File: config.mk
export PLATFORM = sky130hd
export DESIGN_NAME = seg_digit_scheduler
export DESIGN_NICKNAME = d
export VERILOG_FILES = /design/src/rtl/seg_digit_scheduler.sv
export SDC_FILE = /design/constraint.sdc
export NUM_CORES = 1
export LEC_CHECK = 0
export ABC_CLOCK_PERIOD_IN_PS = 4400
export CORE_MARGIN = 1
export CORE_UTILIZATION = 55
export DETAILED_ROUTE_END_ITERATION = 10
export DONT_BUFFER_PORTS = 1
export GPL_TIMING_DRIVEN = 0
export HOLD_SLACK_MARGIN = 0.08
export MAX_ROUTING_LAYER = met4
export PLACE_DENSITY = 0.7
export SETUP_SLACK_MARGIN = 0.15
export SYNTH_ARGS = -nofsm -noshare
export SYNTH_HDL_FRONTEND = slang
export SYNTH_SLANG_ARGS = --single-unit
File: constraint.sdc
create_clock -name clk -period 4.4 [get_ports clk]
set_input_delay 0.88 -clock clk [delete_from_list [all_inputs] [get_ports clk]]
set_output_delay 0.88 -clock clk [all_outputs]
set_load 0.02 [all_outputs]
File: src/rtl/seg_digit_scheduler.sv
// Time-multiplexed hex display driver: one shared 7-segment bus, one-hot digit
// enables, blanking gap after each digit, and a shadow/active register pair
// so that new values take effect only at frame boundaries.
module seg_digit_scheduler #(
  parameter int unsigned NUM_DIGITS   = 4,
  parameter int unsigned DWELL_CYCLES = 1000,
  parameter int unsigned BLANK_CYCLES = 16,
  parameter int unsigned CNT_W        = 10
) (
  input  logic                    clk,
  input  logic                    rst_n,
  input  logic                    ena,
  input  logic                    wr_valid,
  output logic                    wr_ready,
  input  logic [4*NUM_DIGITS-1:0] wr_data,
  output logic [6:0]              segments,
  output logic [NUM_DIGITS-1:0]   digit_en,
  output logic                    frame_start
);

  localparam int unsigned IDX_W  = (NUM_DIGITS > 1) ? $clog2(NUM_DIGITS) : 1;
  localparam int unsigned DATA_W = 4 * NUM_DIGITS;

  typedef enum logic [1:0] {
    ST_IDLE  = 2'd0,
    ST_SHOW  = 2'd1,
    ST_BLANK = 2'd2
  } state_t;

  state_t              state_q, state_d;
  logic [IDX_W-1:0]    idx_q, idx_d;
  logic [CNT_W-1:0]    cnt_q, cnt_d;
  logic [DATA_W-1:0]   active_q, active_d;
  logic [DATA_W-1:0]   shadow_q, shadow_d;
  logic                pending_q, pending_d;
  logic [6:0]          segments_q, segments_d;
  logic [NUM_DIGITS-1:0] digit_en_q, digit_en_d;
  logic                frame_start_q, frame_start_d;
  logic                boundary_c;

  // Hex nibble to active-high segment pattern (bit0=a .. bit6=g).
  function automatic logic [6:0] hex_to_seg(input logic [3:0] nib);
    logic [6:0] seg;
    unique case (nib)
      4'h0: seg = 7'h3F;
      4'h1: seg = 7'h06;
      4'h2: seg = 7'h5B;
      4'h3: seg = 7'h4F;
      4'h4: seg = 7'h66;
      4'h5: seg = 7'h6D;
      4'h6: seg = 7'h7D;
      4'h7: seg = 7'h07;
      4'h8: seg = 7'h7F;
      4'h9: seg = 7'h6F;
      4'hA: seg = 7'h77;
      4'hB: seg = 7'h7C;
      4'hC: seg = 7'h39;
      4'hD: seg = 7'h5E;
      4'hE: seg = 7'h79;
      default: seg = 7'h71;
    endcase
    return seg;
  endfunction

  // Shadow register is free whenever no value is waiting for a frame boundary.
  assign wr_ready = ~pending_q;

  // Next-state, register transfer and registered-output decode.
  always_comb begin
    state_d       = state_q;
    idx_d         = idx_q;
    cnt_d         = cnt_q;
    active_d      = active_q;
    shadow_d      = shadow_q;
    pending_d     = pending_q;
    boundary_c    = 1'b0;
    segments_d    = 7'h00;
    digit_en_d    = '0;
    frame_start_d = 1'b0;

    if (!ena) begin
      state_d = ST_IDLE;
      idx_d   = '0;
      cnt_d   = '0;
    end else begin
      unique case (state_q)
        ST_IDLE: begin
          state_d    = ST_SHOW;
          idx_d      = '0;
          cnt_d      = '0;
          boundary_c = 1'b1;
        end
        ST_SHOW: begin
          if (cnt_q == CNT_W'(DWELL_CYCLES - 1)) begin
            state_d = ST_BLANK;
            cnt_d   = '0;
          end else begin
            cnt_d = cnt_q + CNT_W'(1);
          end
        end
        ST_BLANK: begin
          if (cnt_q == CNT_W'(BLANK_CYCLES - 1)) begin
            state_d = ST_SHOW;
            cnt_d   = '0;
            if (idx_q == IDX_W'(NUM_DIGITS - 1)) begin
              idx_d      = '0;
              boundary_c = 1'b1;
            end else begin
              idx_d = idx_q + IDX_W'(1);
            end
          end else begin
            cnt_d = cnt_q + CNT_W'(1);
          end
        end
        default: begin
          state_d = ST_IDLE;
          idx_d   = '0;
          cnt_d   = '0;
        end
      endcase
    end

    // Only a value pending before the boundary edge is promoted; a write
    // accepted on that same edge waits for the next boundary.
    if (boundary_c && pending_q) begin
      active_d  = shadow_q;
      pending_d = 1'b0;
    end
    if (wr_valid && !pending_q) begin
      shadow_d  = wr_data;
      pending_d = 1'b1;
    end

    frame_start_d = boundary_c;
    if (state_d == ST_SHOW) begin
      digit_en_d = NUM_DIGITS'(1) << idx_d;
      segments_d = hex_to_seg(active_d[{idx_d, 2'b00} +: 4]);
    end
  end

  // State and output registers with synchronous active-low reset.
  always_ff @(posedge clk) begin
    if (!rst_n) begin
      state_q       <= ST_IDLE;
      idx_q         <= '0;
      cnt_q         <= '0;
      active_q      <= '0;
      shadow_q      <= '0;
      pending_q     <= 1'b0;
      segments_q    <= 7'h00;
      digit_en_q    <= '0;
      frame_start_q <= 1'b0;
    end else begin
      state_q       <= state_d;
      idx_q         <= idx_d;
      cnt_q         <= cnt_d;
      active_q      <= active_d;
      shadow_q      <= shadow_d;
      pending_q     <= pending_d;
      segments_q    <= segments_d;
      digit_en_q    <= digit_en_d;
      frame_start_q <= frame_start_d;
    end
  end

  assign segments    = segments_q;
  assign digit_en    = digit_en_q;
  assign frame_start = frame_start_q;

endmodule

==> results.md <==
- Status: complete, no violations
- Hold WS: 0.4409 ns
- Layout net count: 355
- Area of the multi-input gates: 1628 sq um
- Sw Ratio: 0.2295
- CP Class: flip-flop to flip-flop
- I/O Buffers: 0
- Tightest Hold Check Type: flip-flop to flip-flop
- Power density cells: 354.6 nW/um^2
- Die Span X: 74.81 um
- Routed vias/inst: 5.492
- Cell area after placement: 3003 sq um
- Post-synthesis sequential area ratio: 0.4052
- Drt first pass iters: 4
- CTS Buf Count: 9
- Post-route cell area: 3197 sq um
- Routed Antenna Nets: 0
- Post-synth top area share: 0.4052
- Pwr Total: 1.133 mW
- Worst-Margin Slew: 0.5195 ns
- Final setup TNS: 0 ns
- GRT Residual Overflow: 0
- WL final: 5629 um
- Worst vdd ir: 0.0002708 V
- # fillers: 478
- Largest stage delay on the critical path: 0.51 ns
- Vias in the first global route: 2005
- MaxCap Viol Count: 0
- Crit end category: flip-flop
- Die footprint: 5596 sq um
- Synth area leader: dfxtp_1
- Clk_skew: 0.009142 ns
- Most frequent CP cell: mux2i_1
- Initial antenna violation count: 0
- CTS tree: yes
- Initial Util: 0.5708
- Ratio of cells with drive above 1 in the final layout: 0.1135
- Final GP Congestion: 0.7900
- Layout area overhead: 9.657%
- Clock buffer depth: 2
- Worst Path Arrival: 3.86 ns
- Slew HR: 0.6524
- Clock Latency Late Sink: 0.34 ns
- Post-synth EDFFs: 0
- Peak Freq: 0.2795 GHz
- H-tree Lvls: 3
- Count leader, synth: dfxtp_1
- Distinct cells, synth: 63
- Final Setup Violations: 0
- CP max-delay cell: nor4_4
- Internal power: 0.8734 mW
- CTS Hold Bufs: 0
- Logic gate share of total power: 0.070
- Crit path cell chain: nor4_4, a41oi_2, nor2_4, buf_4, mux2i_1, mux2i_1, mux2_2, ha_1, or2_0, a31o_2, mux2i_1, a311o_1
- Fin. max-slew vios: 0
- Post-synthesis async set-or-reset flop share: 0
- Io pins: 33
- Kind of cell adding the most delay to the critical path: simple AND/OR/NAND/NOR gates
- Rows: 26
- Largest net degree at the start of global routing: 11
- Post-detail-place hpwl: 4156 um
- R2R Setup Slk: 0.82 ns
- Switching power: 0.2601 mW
- Tcrit/Tclk final: 0.8131
- Post-CTS Setup Inserts: 0
- WP buf/inv: 1
- Mapped Nets: 344
- Most instantiated cells after synthesis: dfxtp_1 (59), nand2_1 (42), nor2_1 (22)
- Register area: 1181 sq um
- Synthesis warning total: 0
- Synth top area cells: dfxtp_1 (41%), mux2i_1 (6.9%), ha_1 (5.6%), nand2_1 (5.4%), a21boi_0 (4.6%)
- Maximum fanout along the worst path: 10
- Leak: 1.159 nW
- Clk pwr share: 0.429
- 1st-iter DRT viols: 131
- Remaining DRCs: 0
- First-pass GRT wire length: 9239 um
- Avg Cell Area, Syn: 9.374 sq um
- Startpoint types: flip-flop
- Required time of the worst setup path: 4.69 ns
- Part of the power in registers: 0.501
- Clock transition at path regs: 0.06 ns
- Final Critical Period: 3.577 ns
- CTS root buf: clkbuf_8
- Gr usage total: 0.2311
- Post-cts sizing count: 0
- Synth Flop Type: dfxtp_1
- Placeable Area: 5107 sq um
- Die H: 74.81 um
- RSZ-0062 raised after global routing: false
- Vias: 2175
- Antenna cell count: 0
- Hold Fails Final Rpt: 0
- Area of the mapped netlist: 2915 sq um
- DR WL/cell: 14.21 um
- Clock sinks: 59
- Synth Instances: 311
- Flops & latches, synth: 59
[state kept, by name, summed over array words and instances (netlist names)]
| register | count |
|---|---|
| active_q | 16 |
| cnt_q | 10 |
| digit_en | 4 |
| frame_start | 1 |
| idx_q | 2 |
| pending_q | 1 |
| segments | 7 |
| shadow_q | 16 |
| state_q | 2 |
[final timing paths]
kind / cells past startpoint / end / start
worst max-delay path: 12 / segments[0] / cnt_q[6]
worst min-delay path: 1 / cnt_q[0] / cnt_q[0]
worst max register to register: 12 / segments[0] / cnt_q[6]
worst min register to register: 1 / cnt_q[0] / cnt_q[0]
[per-layer routing]
layer	track usage	wire length [um]	vias to the layer above
li1	-	-	1111
met1	0.2870	2778	1008
met2	0.3473	2522	46
met3	0.06426	214	10
met4	0.1069	114	0
met5	-	0	-
[cells in the final DEF, fill, tap and decap left out, types with 4 or more instances in the layout]
cell	synthesis	routed
nand2_1	42	42
a21oi_1	4	4
nor2_1	22	22
dfxtp_1	59	59
xnor2_1	6	6
a211oi_1	4	4
and2_1	4	4
and3_1	6	6
inv_1	11	11
mux2i_1	20	20
o21ai_0	6	6
clkbuf_1	9	11
clkbuf_8	0	11
nor2b_1	15	15
a21boi_0	18	18
ha_1	13	13
nand3_1	7	7
[metrics by stage]
| step | setup WS, ns | utilization | std cells |
|---|---|---|---|
| CTS | 0.7979 | 0.6259 | 396 |
| detailed placement | 0.8156 | 0.5879 | 381 |
| finish | 0.8225 | 0.6259 | 396 |
| global placement | 0.8147 | 0.5879 | 381 |
| global route | 0.5259 | 0.6259 | 396 |
| floorplan | 1.325 | - | 311 |
[cell type report]
cell class	instances	share of cell area
multi-input cells	228	0.5092
clock inverters	2	0.01096
flip-flops and latches	59	0.3695
inverters	11	0.01292
plain buffers	13	0.02035
clock buffers	13	0.04971
well taps	70	0.02740
[power groups by stage]
stage	clock network (mW)	registers, mW	logic (mW)
floorplan	0	0.577	0.0643
global placement	0	0.580	0.0780
detailed placement	0	0.580	0.0795
CTS	0.496	0.568	0.0798
global route	0.520	0.570	0.0883
finish	0.486	0.568	0.0788
[cell families (layout without fill, tap and decap cells)]
logic type / count (synthesis) / in the layout / share of synthesized area
AO/OA/AOI/OAI: 62 / 62 / 0.1764
adder cells (fa/ha/maj): 13 / 13 / 0.05580
XOR/XNOR: 7 / 7 / 0.02103
multiplexers: 26 / 26 / 0.09313
flip-flops: 59 / 59 / 0.4051
AND/OR/NAND/NOR: 120 / 120 / 0.2120
buffers and inverters: 24 / 39 / 0.03648
(Power assumes the default switching activity.)
